## config.mk

```make
export PLATFORM = sky130hd
export DESIGN_NAME = sub_serial_flat
export DESIGN_NICKNAME = d
export VERILOG_FILES = /design/src/rtl/sub_serial_if.sv /design/src/rtl/sub_serial.sv /design/src/flat_wrapper.sv
export SDC_FILE = /design/constraint.sdc
export NUM_CORES = 1
export LEC_CHECK = 0
export BUFFER_PORTS_ARGS = -buffer_cell sky130_fd_sc_hd__buf_2
export CORE_AREA = 2 2 69 58
export CTS_CLUSTER_SIZE = 10
export DETAILED_ROUTE_END_ITERATION = 8
export DIE_AREA = 0 0 71 60
export GPL_TIMING_DRIVEN = 0
export PLACE_DENSITY = 0.71
export SYNTH_ARGS = -nofsm -noshare
export SYNTH_HDL_FRONTEND = slang
export SYNTH_SLANG_ARGS = --single-unit
```

## constraint.sdc

```tcl
create_clock -name clk -period 3.3 [get_ports clk]
set_input_delay 0.66 -clock clk [delete_from_list [all_inputs] [get_ports clk]]
set_output_delay 0.66 -clock clk [all_outputs]
set_load 0.005 [all_outputs]
```

## src/rtl/sub_serial_if.sv

```systemverilog
// Handshake and operand/result bundle for the bit-serial subtractor.
// The master drives the request side and the slave returns status and result.
interface sub_serial_if #(parameter int W = 8);
  logic         start;
  logic [W-1:0] x;
  logic [W-1:0] y;
  logic         bi;
  logic         busy;
  logic         done;
  logic [W-1:0] o;
  logic         bo;

  modport master (output start, x, y, bi, input busy, done, o, bo);
  modport slave  (input start, x, y, bi, output busy, done, o, bo);
endinterface

```

## src/rtl/sub_serial.sv

```systemverilog
// Bit-serial subtractor: o = x - y - bi, one bit per clock, LSB first.
// Uses a single full-subtractor cell plus a borrow flop under a start/busy/done handshake.
module sub_serial #(
  parameter int W = 8
) (
  input  logic        clk,
  input  logic        rst_n,
  sub_serial_if.slave bus
);

  localparam int CW = (W > 1) ? $clog2(W) : 1;

  typedef enum logic [1:0] {IDLE, RUN, DONE} state_t;

  state_t         r_state;
  state_t         w_next;
  logic [W-1:0]   r_xs;
  logic [W-1:0]   r_ys;
  logic [W-1:0]   r_res;
  logic [W-1:0]   r_o;
  logic           r_borrow;
  logic           r_bo;
  logic [CW-1:0]  r_cnt;
  logic           w_d;
  logic           w_borrowNext;
  logic           w_last;
  logic [W-1:0]   w_resNext;

  assign w_d          = r_xs[0] ^ r_ys[0] ^ r_borrow;
  assign w_borrowNext = (~r_xs[0] & r_ys[0]) | (~r_xs[0] & r_borrow) | (r_ys[0] & r_borrow);
  assign w_resNext    = {w_d, r_res[W-1:1]};
  assign w_last       = (r_state == RUN) && (r_cnt == CW'(W - 1));

  always_ff @(posedge clk or negedge rst_n) begin
    if (!rst_n) begin
      r_state <= IDLE;
    end else begin
      r_state <= w_next;
    end
  end

  always_comb begin
    w_next = r_state;
    case (r_state)
      IDLE:    if (bus.start) w_next = RUN;
      RUN:     if (w_last) w_next = DONE;
      DONE:    w_next = IDLE;
      default: w_next = IDLE;
    endcase
  end

  // Difference bits enter from the MSB side so bit 0 lands at o[0] after W shifts.
  always_ff @(posedge clk or negedge rst_n) begin
    if (!rst_n) begin
      r_xs     <= '0;
      r_ys     <= '0;
      r_res    <= '0;
      r_o      <= '0;
      r_borrow <= 1'b0;
      r_bo     <= 1'b0;
      r_cnt    <= '0;
    end else if (r_state == IDLE) begin
      if (bus.start) begin
        r_xs     <= bus.x;
        r_ys     <= bus.y;
        r_borrow <= bus.bi;
        r_cnt    <= '0;
      end
    end else if (r_state == RUN) begin
      r_xs     <= r_xs >> 1;
      r_ys     <= r_ys >> 1;
      r_borrow <= w_borrowNext;
      r_res    <= w_resNext;
      r_cnt    <= r_cnt + CW'(1);
      if (w_last) begin
        r_o  <= w_resNext;
        r_bo <= w_borrowNext;
      end
    end
  end

  assign bus.busy = (r_state == RUN);
  assign bus.done = (r_state == DONE);
  assign bus.o    = r_o;
  assign bus.bo   = r_bo;

endmodule

```

## src/flat_wrapper.sv

```systemverilog
// flat-port wrapper written by rule: the top's interface ports become plain ports
module sub_serial_flat 
#(
  parameter int W = 8
)
  (clk, rst_n, bus_start, bus_x, bus_y, bus_bi, bus_busy, bus_done, bus_o, bus_bo);
  sub_serial_if #(.W(W)) bus_i ();
  input  logic clk;
  input  logic rst_n;
  input wire logic [$bits(bus_i.start)-1:0] bus_start;
  input wire logic [$bits(bus_i.x)-1:0] bus_x;
  input wire logic [$bits(bus_i.y)-1:0] bus_y;
  input wire logic [$bits(bus_i.bi)-1:0] bus_bi;
  output wire logic [$bits(bus_i.busy)-1:0] bus_busy;
  output wire logic [$bits(bus_i.done)-1:0] bus_done;
  output wire logic [$bits(bus_i.o)-1:0] bus_o;
  output wire logic [$bits(bus_i.bo)-1:0] bus_bo;
  assign bus_i.start = bus_start;
  assign bus_i.x = bus_x;
  assign bus_i.y = bus_y;
  assign bus_i.bi = bus_bi;
  assign bus_busy = bus_i.busy;
  assign bus_done = bus_i.done;
  assign bus_o = bus_i.o;
  assign bus_bo = bus_i.bo;
  sub_serial #(.W(W)) u_core (.clk(clk), .rst_n(rst_n), .bus(bus_i));
endmodule
```

**Word level (Yosys, flattened, before mapping)**

Index checks and enable logic that the tools add are counted.

- Muxes and demuxes: 15
- Bitwise logic cells: 9
- Add/sub/neg operators: 1
- Equal/unequal tests: 5
- Reduce and logical (&&, ||, !) cells: 7

Operator list:

| kind | count |
|---|---|
| 2-to-1 mux 8 bit | 6 |
| 2-to-1 mux 3 bit | 3 |
| AND reduction 2 bit | 3 |
| 2-to-1 mux 2 bit | 2 |
| one-hot mux 2 bit (2 select lines) | 1 |
| adder 3 x 1 -> 3 bit (second input constant) | 1 |
| bitwise AND 1 bit | 3 |
| equality test 3 bit (second input constant) | 1 |
| 2-to-1 mux 1 bit | 3 |
| AND reduction 3 bit | 1 |
| equality test 2 x 1 -> 1 bit (second input constant) | 1 |
| equality test 2 bit (second input constant) | 1 |
| zero test 2 bit | 1 |
| inequality test 2 x 1 -> 1 bit (second input constant) | 1 |
| inequality test 2 bit (second input constant) | 1 |
| NOT 1 bit | 2 |
| bitwise OR 1 bit | 2 |
| nonzero test 2 bit | 1 |
| bitwise XOR 1 bit | 2 |
| logical AND 1 bit | 1 |

- Input bits: 20
- Register bits: 39

**Logic depth before layout (Yosys ltp)**

- Depth in word-level cells: 6
- Depth in mapped cells: 6
- Gate-level depth less buffers: 5

**Least setup slack after synthesis**

Ideal clock, no wire load.

- Path kind: register -> output
- Start: register u_core.r_state[1]
- End: output port bus_busy
- Data arrival time: 0.821 ns
- Setup slack: 1.819 ns
- Required time: 2.640 ns
- Cell stages (with the launch flop): 4
- Cell sequence: dfrtp_1 or2b_1 inv_2 buf_4

- Word-level cells in the longest chain between the ends: 1

Ends and longest elaborated chain:

| what | line | RTL |
|---|---|---|
| start, declared | sub_serial.sv:15 | `state_t r_state;` |
| start signal, assigned | sub_serial.sv:38 | `r_state <= w_next;` |
| equality test 2 x 1 -> 1 bit | sub_serial.sv:82 | `assign bus.busy = (r_state == RUN);` |
| end, declared | flat_wrapper.sv:14 | `output wire logic [$bits(bus_i.busy)-1:0] bus_busy;` |

Every way passes these cells.

**Final worst setup path**

Ends and elaborated chain as after synthesis.

==> out/qor.yml <==
die_w_um: 71
start_util_pct: 47.66
maxSlewHeadroom_pct: 44.28
cts_setup_buffers: 0
io_buffers: 30
path_buf_inv: 3
clkSinkCount: 38
path_clk_slew_ns: 0.07
cts_tree: "built"
vias: 1234
leakage_nw: 1.005
grt-ovfl-total: 0
critPathMaxFanout: 10
mostFrequentLayoutCells: "dfrtp_1, buf_2, nand2_1, o22a_1"
drt-total-wl_um: 3422
num_rows: 20
syn_nets: 167
cts_resized: 0
r2r-end: "u_core.bus.o[0]$_DFFE_PN0P_"
drive_above_1_share_pct: 30.39
p_per_area_mw_per_mm2: 924.9
reg2reg_slack_ns: 1.79
grt_pass1_wl_um: 5554
worstSetupEndpointType: "primary output"
final_cells: 225
grt_use_met2_pct: 28.17
fin_crit_ns: 1.975
tns_ns: 0
final_common_cell: "dfrtp_1"
ys_seq_area_share_pct: 54.99
cp.arrival_ns: 1.32
drtAntennaViolNets: 0
pre_cts_ws_ns: 1.619
die_area_mm2: 0.004260
cts_buffers: 5
worst_slew_pin_slew_ns: 0.8358
start_kind: "flip-flop"
syn_area_mm2: 0.001729
dp_cells: 218
globalplace.congestion: 0.7225
hpwl_um: 2391
drt_iter0_drc: 72
synth_cell_types: 32
hp-class: "in2async"
met1_usage_pct: 22.17
fin_area_mm2: 0.002011
critPathRequiredTime_ns: 2.64
postSynthCellCount: 144
ys_seq_elements: 38
cts_max_level: 2
core_area_mm2: 0.003628
maxCapViolCount: 0
grt_pass1_vias: 1216
slew_viol_final: 0
finalHoldViolCount: 0
outcome: "finished, final reports clean"
slowest_stage: "dfrtp_1"
dr.pass1.iters: 4
track_usage_pct: 17.13
fin_ws_ns: 1.325
r2r-start: "u_core.r_cnt[0]$_DFFE_PN0P_"
reg2regPathDepth: 5
layout.nets: 204
place_area_mm2: 0.001934
vias_per_cell: 5.484
die_h_um: 60
yosys_warnings: 0
detail_route.wl_per_cell_um: 15.21
power_w: 0.001860
drc: 0
fin_skew_ns: 0.003697
clockBufferDepth: 2
path_class: "reg2out"
rsz0062_at_grt: "false"
crit_chain: "or2b_1, inv_2, buf_4, buf_2"
critPathTopFamily: "buffers and inverters"
postSynthAreaPerCell_um2: 12.01
irDropWorstVdd_v: 0.0004113
area_growth_pct: 16.28
finalSetupViolCount: 0
antenna_cells: 0
io_pins: 31
use_met3_pct: 3.879
busiest_layer: "met2"
antenna_found_initial: 0
nFillCells: 313
grt_max_degree: 39
clock_latency_ns: 0.28
fmax_ghz: 0.5063
cts_hold_buf: 0
slowest_delay_ns: 0.38
cts-root-buf: "clkbuf_8"
post-route-period-util_pct: 59.85
==> kinds of logic (layout without fill, tap and decap cells) <==
logic type | after synthesis | after routing | share of synthesized area [%]
fa+ha+maj | 3 | 3 | 2.605
buf+inv | 12 | 49 | 4.486
flops | 38 | 38 | 54.99
compound gates | 35 | 35 | 15.99
mux | 8 | 8 | 6.729
simple gates | 48 | 48 | 15.20
==> how the worst max path moves through the flow <==
stage          slack, ns        to                           from  depth (start not counted)
6_report            1.32  bus_busy  u_core.r_state[1]$_DFFE_PN0P_                          4
5_1_grt             1.24  bus_busy  u_core.r_state[1]$_DFFE_PN0P_                          4
4_1_cts             1.31  bus_busy  u_core.r_state[1]$_DFFE_PN0P_                          4
3_5_place_dp        1.62  bus_busy  u_core.r_state[1]$_DFFE_PN0P_                          4
3_3_place_gp        1.62  bus_busy  u_core.r_state[1]$_DFFE_PN0P_                          4
2_1_floorplan       1.82  bus_busy  u_core.r_state[1]$_DFFE_PN0P_                          3
==> where the power goes <==
| group | total [W] | internal, W | switching [W] |
|---|---|---|---|
| combinational | 0.000750 | 0.000400 | 0.000350 |
| sequential | 0.000823 | 0.000684 | 0.000138 |
| clock | 0.000287 | 0.000145 | 0.000141 |
==> registers in the layout, indices dropped and copies added (netlist names) <==
signal and count:
u_core.bus.bo 1, u_core.bus.o 8, u_core.r_borrow 1, u_core.r_cnt 3
u_core.r_res 7, u_core.r_state 2, u_core.r_xs 8, u_core.r_ys 8
==> cell usage after synthesis (all sizes together) <==
cell type  number  area (um2)
a21oi           1       5.000
a221o           2       20.02
a22o            2       17.52
a22oi           4       30.03
a32o            1       10.01
and2b           1       7.510
buf             7       58.80
clkbuf          1       3.750
dfrtp          38       950.9
fa              1       20.02
ha              2       25.02
inv             4       15.02
mux2            8       116.4
nand2          28       105.1
nand2b          4       32.53
nand3           4       20.02
nand3b          5       50.05
nor2            2       17.52
nor2b           2       12.51
o21ai           7       35.03
o21bai          1       7.510
o221a           1       11.26
o22a           16       140.1
or2b            1       7.510
or4b            1       10.01
==> area by class of cell <==
type	count	area, um2	share of cell area (%)
well taps	44	55.05	2.738
repair buffers	30	150.1	7.467
clock buffers	7	76.32	3.796
flip-flops and latches	38	950.9	47.29
inverters	4	15.01	0.7467
plain buffers	8	62.56	3.111
multi-input cells	94	700.7	34.85
==> layer usage <==
metal	vias to the layer above	part of all wire, %
met5	-	0
met4	0	1.4
met3	5	3.7
li1	593	-
met2	22	50
met1	614	45
==> through the flow <==
step                utilization [%]  hold WS [ns]
global route                  55.41        0.5157
floorplan                         -        0.3644
detailed placement            53.31        0.4672
finish                        55.41        0.4803
global placement              53.31        0.4614
CTS                           55.41        0.4837
Note: power is estimated with default switching activity, not from simulation.
